File: src/rtl/simple_processor_pkg.sv
// Shared definitions for the simple processor instruction path.
//
// Contents:
//   DATA_WIDTH    - width of an IMEM word (two instructions)
//   ADDR_WIDTH    - byte-address width of the PC and IMEM address
//   INSTR_WIDTH   - width of one instruction (half a word)
//   HALF_SEL_BIT  - PC bit selecting the upper/lower half of a word
//   fetch_state_t - ins_fetch FSM encoding
//   word_addr()   - clears the byte/half offset bits of an address
package simple_processor_pkg;

    localparam int DATA_WIDTH   = 32;
    localparam int ADDR_WIDTH   = 32;
    localparam int INSTR_WIDTH  = 16;
    localparam int HALF_SEL_BIT = 1;

    typedef enum logic [1:0] {
        FETCH_IDLE  = 2'd0,
        FETCH_REQ   = 2'd1,
        FETCH_ISSUE = 2'd2
    } fetch_state_t;

    function automatic logic [ADDR_WIDTH-1:0] word_addr(input logic [ADDR_WIDTH-1:0] addr);
        return {addr[ADDR_WIDTH-1:2], 2'b00};
    endfunction

endpackage

File: src/rtl/ins_fetch.sv
// Instruction fetch unit: owns the PC, fetches 32-bit words from IMEM and
// issues the two 16-bit instructions of each word to the decoder.
//
// Ports:
//   clk_i         in   system clock
//   rst_i         in   synchronous active-high reset
//   imem_req_o    out  IMEM read request, held until imem_ack_i
//   imem_addr_o   out  word-aligned IMEM address of the PC
//   imem_ack_i    in   IMEM read data valid (only honoured in FETCH_REQ)
//   imem_rdata_i  in   IMEM read data
//   dec_rdata_o   out  buffered word presented to the decoder
//   dec_ack_o     out  buffered word valid (high only in FETCH_ISSUE)
//   dec_addr_o    out  PC of the presented instruction; bit 1 selects the half
//   valid_pc_i    in   0 = decoder saw an invalid opcode, redirect to BOOT_ADDR
//   stall_i       in   downstream hold, instruction not consumed this cycle
//   pc_o          out  current PC
//   state_o       out  FSM state, debug visibility
//
// Handshakes:
//   IMEM side - imem_req_o rises in FETCH_REQ with a stable address and stays
//   high until the cycle imem_ack_i is sampled high; that cycle's imem_rdata_i
//   is captured. Decoder side - dec_ack_o is the valid; an instruction is
//   consumed on every FETCH_ISSUE cycle with stall_i low. imem_req_o and
//   dec_ack_o are never high together.
module ins_fetch
    import simple_processor_pkg::*;
#(
    parameter logic [ADDR_WIDTH-1:0] BOOT_ADDR = '0
) (
    input  logic                  clk_i,
    input  logic                  rst_i,
    output logic                  imem_req_o,
    output logic [ADDR_WIDTH-1:0] imem_addr_o,
    input  logic                  imem_ack_i,
    input  logic [DATA_WIDTH-1:0] imem_rdata_i,
    output logic [DATA_WIDTH-1:0] dec_rdata_o,
    output logic                  dec_ack_o,
    output logic [ADDR_WIDTH-1:0] dec_addr_o,
    input  logic                  valid_pc_i,
    input  logic                  stall_i,
    output logic [ADDR_WIDTH-1:0] pc_o,
    output fetch_state_t          state_o
);

    localparam logic [ADDR_WIDTH-1:0] PC_STEP = ADDR_WIDTH'(2);

    fetch_state_t          state_q, state_d;
    logic [ADDR_WIDTH-1:0] pc_q, pc_d;
    logic [DATA_WIDTH-1:0] buf_q, buf_d;

    always_comb begin
        state_d = state_q;
        pc_d    = pc_q;
        buf_d   = buf_q;
        case (state_q)
            // One settling cycle after reset; a stale ack from a transaction
            // cut short by reset falls into this cycle and is dropped.
            FETCH_IDLE: begin
                state_d = FETCH_REQ;
            end
            FETCH_REQ: begin
                if (imem_ack_i) begin
                    buf_d   = imem_rdata_i;
                    state_d = FETCH_ISSUE;
                end
            end
            FETCH_ISSUE: begin
                if (!stall_i) begin
                    if (!valid_pc_i) begin
                        // Always refetch on redirect, even if BOOT_ADDR hits
                        // the buffered word: keeps the redirect path simple.
                        pc_d    = BOOT_ADDR;
                        state_d = FETCH_REQ;
                    end else begin
                        pc_d = pc_q + PC_STEP;
                        // Lower half issued: the upper half is already in the
                        // buffer, so only leave ISSUE after the upper half.
                        if (pc_q[HALF_SEL_BIT]) begin
                            state_d = FETCH_REQ;
                        end
                    end
                end
            end
            default: begin
                state_d = FETCH_IDLE;
            end
        endcase
    end

    always_ff @(posedge clk_i) begin
        if (rst_i) begin
            state_q <= FETCH_IDLE;
            pc_q    <= BOOT_ADDR;
            buf_q   <= '0;
        end else begin
            state_q <= state_d;
            pc_q    <= pc_d;
            buf_q   <= buf_d;
        end
    end

    assign imem_req_o  = (state_q == FETCH_REQ);
    assign imem_addr_o = word_addr(pc_q);
    assign dec_ack_o   = (state_q == FETCH_ISSUE);
    assign dec_rdata_o = buf_q;
    assign dec_addr_o  = pc_q;
    assign pc_o        = pc_q;
    assign state_o     = state_q;

endmodule

File: config.mk
export PLATFORM = sky130hd
export DESIGN_NAME = ins_fetch
export DESIGN_NICKNAME = d
export VERILOG_FILES = /design/src/rtl/simple_processor_pkg.sv /design/src/rtl/ins_fetch.sv
export SDC_FILE = /design/constraint.sdc
export NUM_CORES = 1
export LEC_CHECK = 0
export BUFFER_PORTS_ARGS = -buffer_cell sky130_fd_sc_hd__buf_2
export CAP_MARGIN = 20
export CORE_ASPECT_RATIO = 0.75
export CORE_UTILIZATION = 41
export DETAILED_ROUTE_END_ITERATION = 7
export GPL_ROUTABILITY_DRIVEN = 1
export PLACE_DENSITY = 0.88
export SETUP_SLACK_MARGIN = 0.3
export SLEW_MARGIN = 5
export SYNTH_ARGS = -nofsm -noshare
export SYNTH_HDL_FRONTEND = slang
export SYNTH_SLANG_ARGS = --single-unit
File: constraint.sdc
create_clock -name clk_i -period 2 [get_ports clk_i]
set_input_delay 0.1 -clock clk_i [delete_from_list [all_inputs] [get_ports clk_i]]
set_output_delay 0.1 -clock clk_i [all_outputs]
set_load 0.02 [all_outputs]
==> results by group <==
Layout
  – Commonest cells after routing, fill and taps aside: buf_2, nand2_1, a21oi_1, dfxtp_1, buf_4
  – Inserted Diodes: 0
  – FILL cells: 616
  – Commonest non-fill, non-tap cell in the layout: buf_2
  – Layout area overhead: 44.73%
  – Post-route insts no fill: 670
  – Layout cells sized above 1: 48.15%
  – Nets: 603

Yosys
  – Syn_area_per_cell: 8.016 µm²
  – Flops & latches, synth: 65
  – Sequential fraction of the synthesis area: 40.48%
  – EDFF count, synth: 0
  – Mapped Area: 3214 µm²
  – Synthesis Warnings: 0
  – Post-synth cell types: 33
  – Dominant synthesized flop cell: dfxtp_1
  – Cell count after synthesis: 401
  – Synth async-reset ratio: 0%

Clocking
  – Clock Tree Root: clkbuf_8
  – H-tree levels: 3
  – CTS Buffer Depth: 2
  – Clock Sinks: 65
  – Clk slew on worst S/H paths: 0.07 ns
  – CTS tree: built
  – TritonCTS Buffers: 9
  – Clk_lat worst skew: 0.34 ns

Critical path
  – Reg-to-reg endpoint: dec_addr_o[27]
  – Critical Path End Type: register
  – Crit Path Max Fanout: 6
  – Flop2flop setup slack: 0.13 ns
  – R2r startpoint: dec_addr_o[2]
  – CP required: 2.27 ns
  – Worst Path Arrival: 2.14 ns
  – Critical path type: reg2reg
  – Crit path from: dec_addr_o[2]
  – R2R cell count: 5
  – Setup crit start kind: register

Routing
  – Routed wire length: 9830 µm
  – DRC violations left: 0
  – Routed wire per std cell: 14.67 µm
  – Drt via density: 5.161
  – Via count: 3458
  – DRT antenna net count: 0
  – Starting DRT DRC Count: 180
  – DRT Pass-1 Iters: 5

Die
  – Starting density of the core: 43.05%
  – DIE AREA: 8202 µm²
  – Row count: 27
  – Die width: 104.2 µm
  – IO Pins: 169
  – Core Area: 7466 µm²
  – Chip height: 78.68 µm

STA
  – FMAX: 534.1 MHz
  – Fin. Hold Viols: 0
  – RSZ-0062 raised after global routing: yes
  – Setup TNS: 0 ns
  – Final Skew: 0.01104 ns
  – Setup-failing EPs final: 0
  – Part of the cycle the worst path needs: 93.62%
  – Period minus WS final: 1.872 ns
  – Fin. max-slew vios: 0

Min path
  – Worst Hold Class: in2reg
  – WHS Path Cells: 3
  – HP Start: imem_rdata_i[6]
  – Hold EP: dec_rdata_o[6]

Power and ir drop
  – Pwr Total: 2766 µW
  – Maximum VDD drop: 0.3459 mV
  – Leakage: 0.002164 µW
  – Pwr Density: 594.5 nW/µm²

Global routing
  – First-pass GRT wire length: 14290 µm
  – Initial antenna violation count: 0
  – Grt total ovfl: 0
  – Largest net degree at the start of global routing: 33
  – Total track usage: 21.99%
  – Vias in the first global route: 3073

Run
  – MaxCap Viol Count: 0

Placement
  – Placed wire-length estimate: 6061 µm
  – Cell Count Post-Placement: 606
  – PortBufs: 164
  – Global placement routability congestion: 0.8480

Status
  – Status: completed
-- metal layers --
layer  vias up  global-route usage, %  routed length, µm
li1       1633                      -                  -
met3        28                  6.728                609
met4         0                  11.71                254
met1      1621                  25.04               3880
met2       176                  37.33               5086
met5         -                      0                  0
-- metrics by stage --
stage                     hold WS, ns  cell area, µm²  worst slack [ns]  utilization [%]
after CTS                  0.00003475            4362           0.06890            58.42
final                         0.01088            4652            0.1277            62.31
after floorplan                0.2360            3287           0.01184                -
after global placement         0.3408            3819           0.08017            51.15
after global routing         0.006441            4652           0.09188            62.31
after detailed placement       0.3470            3819           0.02724            51.15
-- critical path, cell delays in order, from the launching register on --
cell and delay [ns]:
dfxtp_4 0.40, ha_4 0.17, nand3_4 0.07, or4_4 0.57, or4_4 0.43, a21oi_1 0.17
-- kinds of logic after synthesis --
logic type | count (synthesis) | synth area share, %
AND/OR/NAND/NOR | 161 | 25.07
buffers and inverters | 89 | 18.02
AO/OA/AOI/OAI | 69 | 11.56
flip-flops | 65 | 40.48
XOR/XNOR | 10 | 2.725
multiplexers | 4 | 1.246
adder cells (fa/ha/maj) | 2 | 0.7784
other | 1 | 0.1167
-- layout make-up --
cell class	count	area, µm²	share of cell area (%)
repair buffers	234	1433	30.80
clock inverters	1	5.005	0.1076
flip-flops and latches	65	1353	29.07
multi-input cells	250	1523	32.73
inverters	4	15.01	0.3228
well taps	101	126.4	2.717
clock buffers	15	197.7	4.250
-- cells in the mapped netlist, drive strengths merged (5+ instances only) --
cell type / count / area share [%]
o21ai: 8 / 1.2
or3: 9 / 1.8
nor4: 5 / 0.97
clkbuf: 18 / 2.1
nand4: 8 / 1.6
a21oi: 51 / 7.9
nand3: 11 / 1.7
dfxtp: 65 / 40
nor2: 15 / 1.8
o31ai: 9 / 2.1
xnor2: 8 / 2.2
or4: 13 / 3.2
nand2: 80 / 9.3
buf: 67 / 15
-- flip-flops by register name, summed over array words and instances (netlist names) --
| register | count |
|---|---|
| dec_addr_o | 31 |
| state_o | 2 |
| dec_rdata_o | 32 |
-- power by group --
part	switching (µW)	total (µW)	internal [µW]
combinational	180	314	134
sequential	18.9	1340	1320
clock	487	1110	627
-- what timing repair did --
item | 4_1_cts | 5_1_grt
hold endpoints to repair | 19 | 4
buffers inserted | 9 | 15
setup endpoints to repair | 16 | 27
hold buffers | 19 | 4
gates resized for setup | 16 | 28
pin swaps | 10 | 17
gates cloned | 1 | 0
-- how the worst max path moves through the flow --
stage / to / cells after the start
6_report: dec_addr_o[27] / 5
2_1_floorplan: dec_addr_o[27] / 5
3_5_place_dp: dec_addr_o[21] / 5
3_3_place_gp: dec_addr_o[21] / 5
4_1_cts: dec_addr_o[27] / 4
5_1_grt: dec_addr_o[27] / 5
Note: power is estimated with default switching activity, not from simulation.
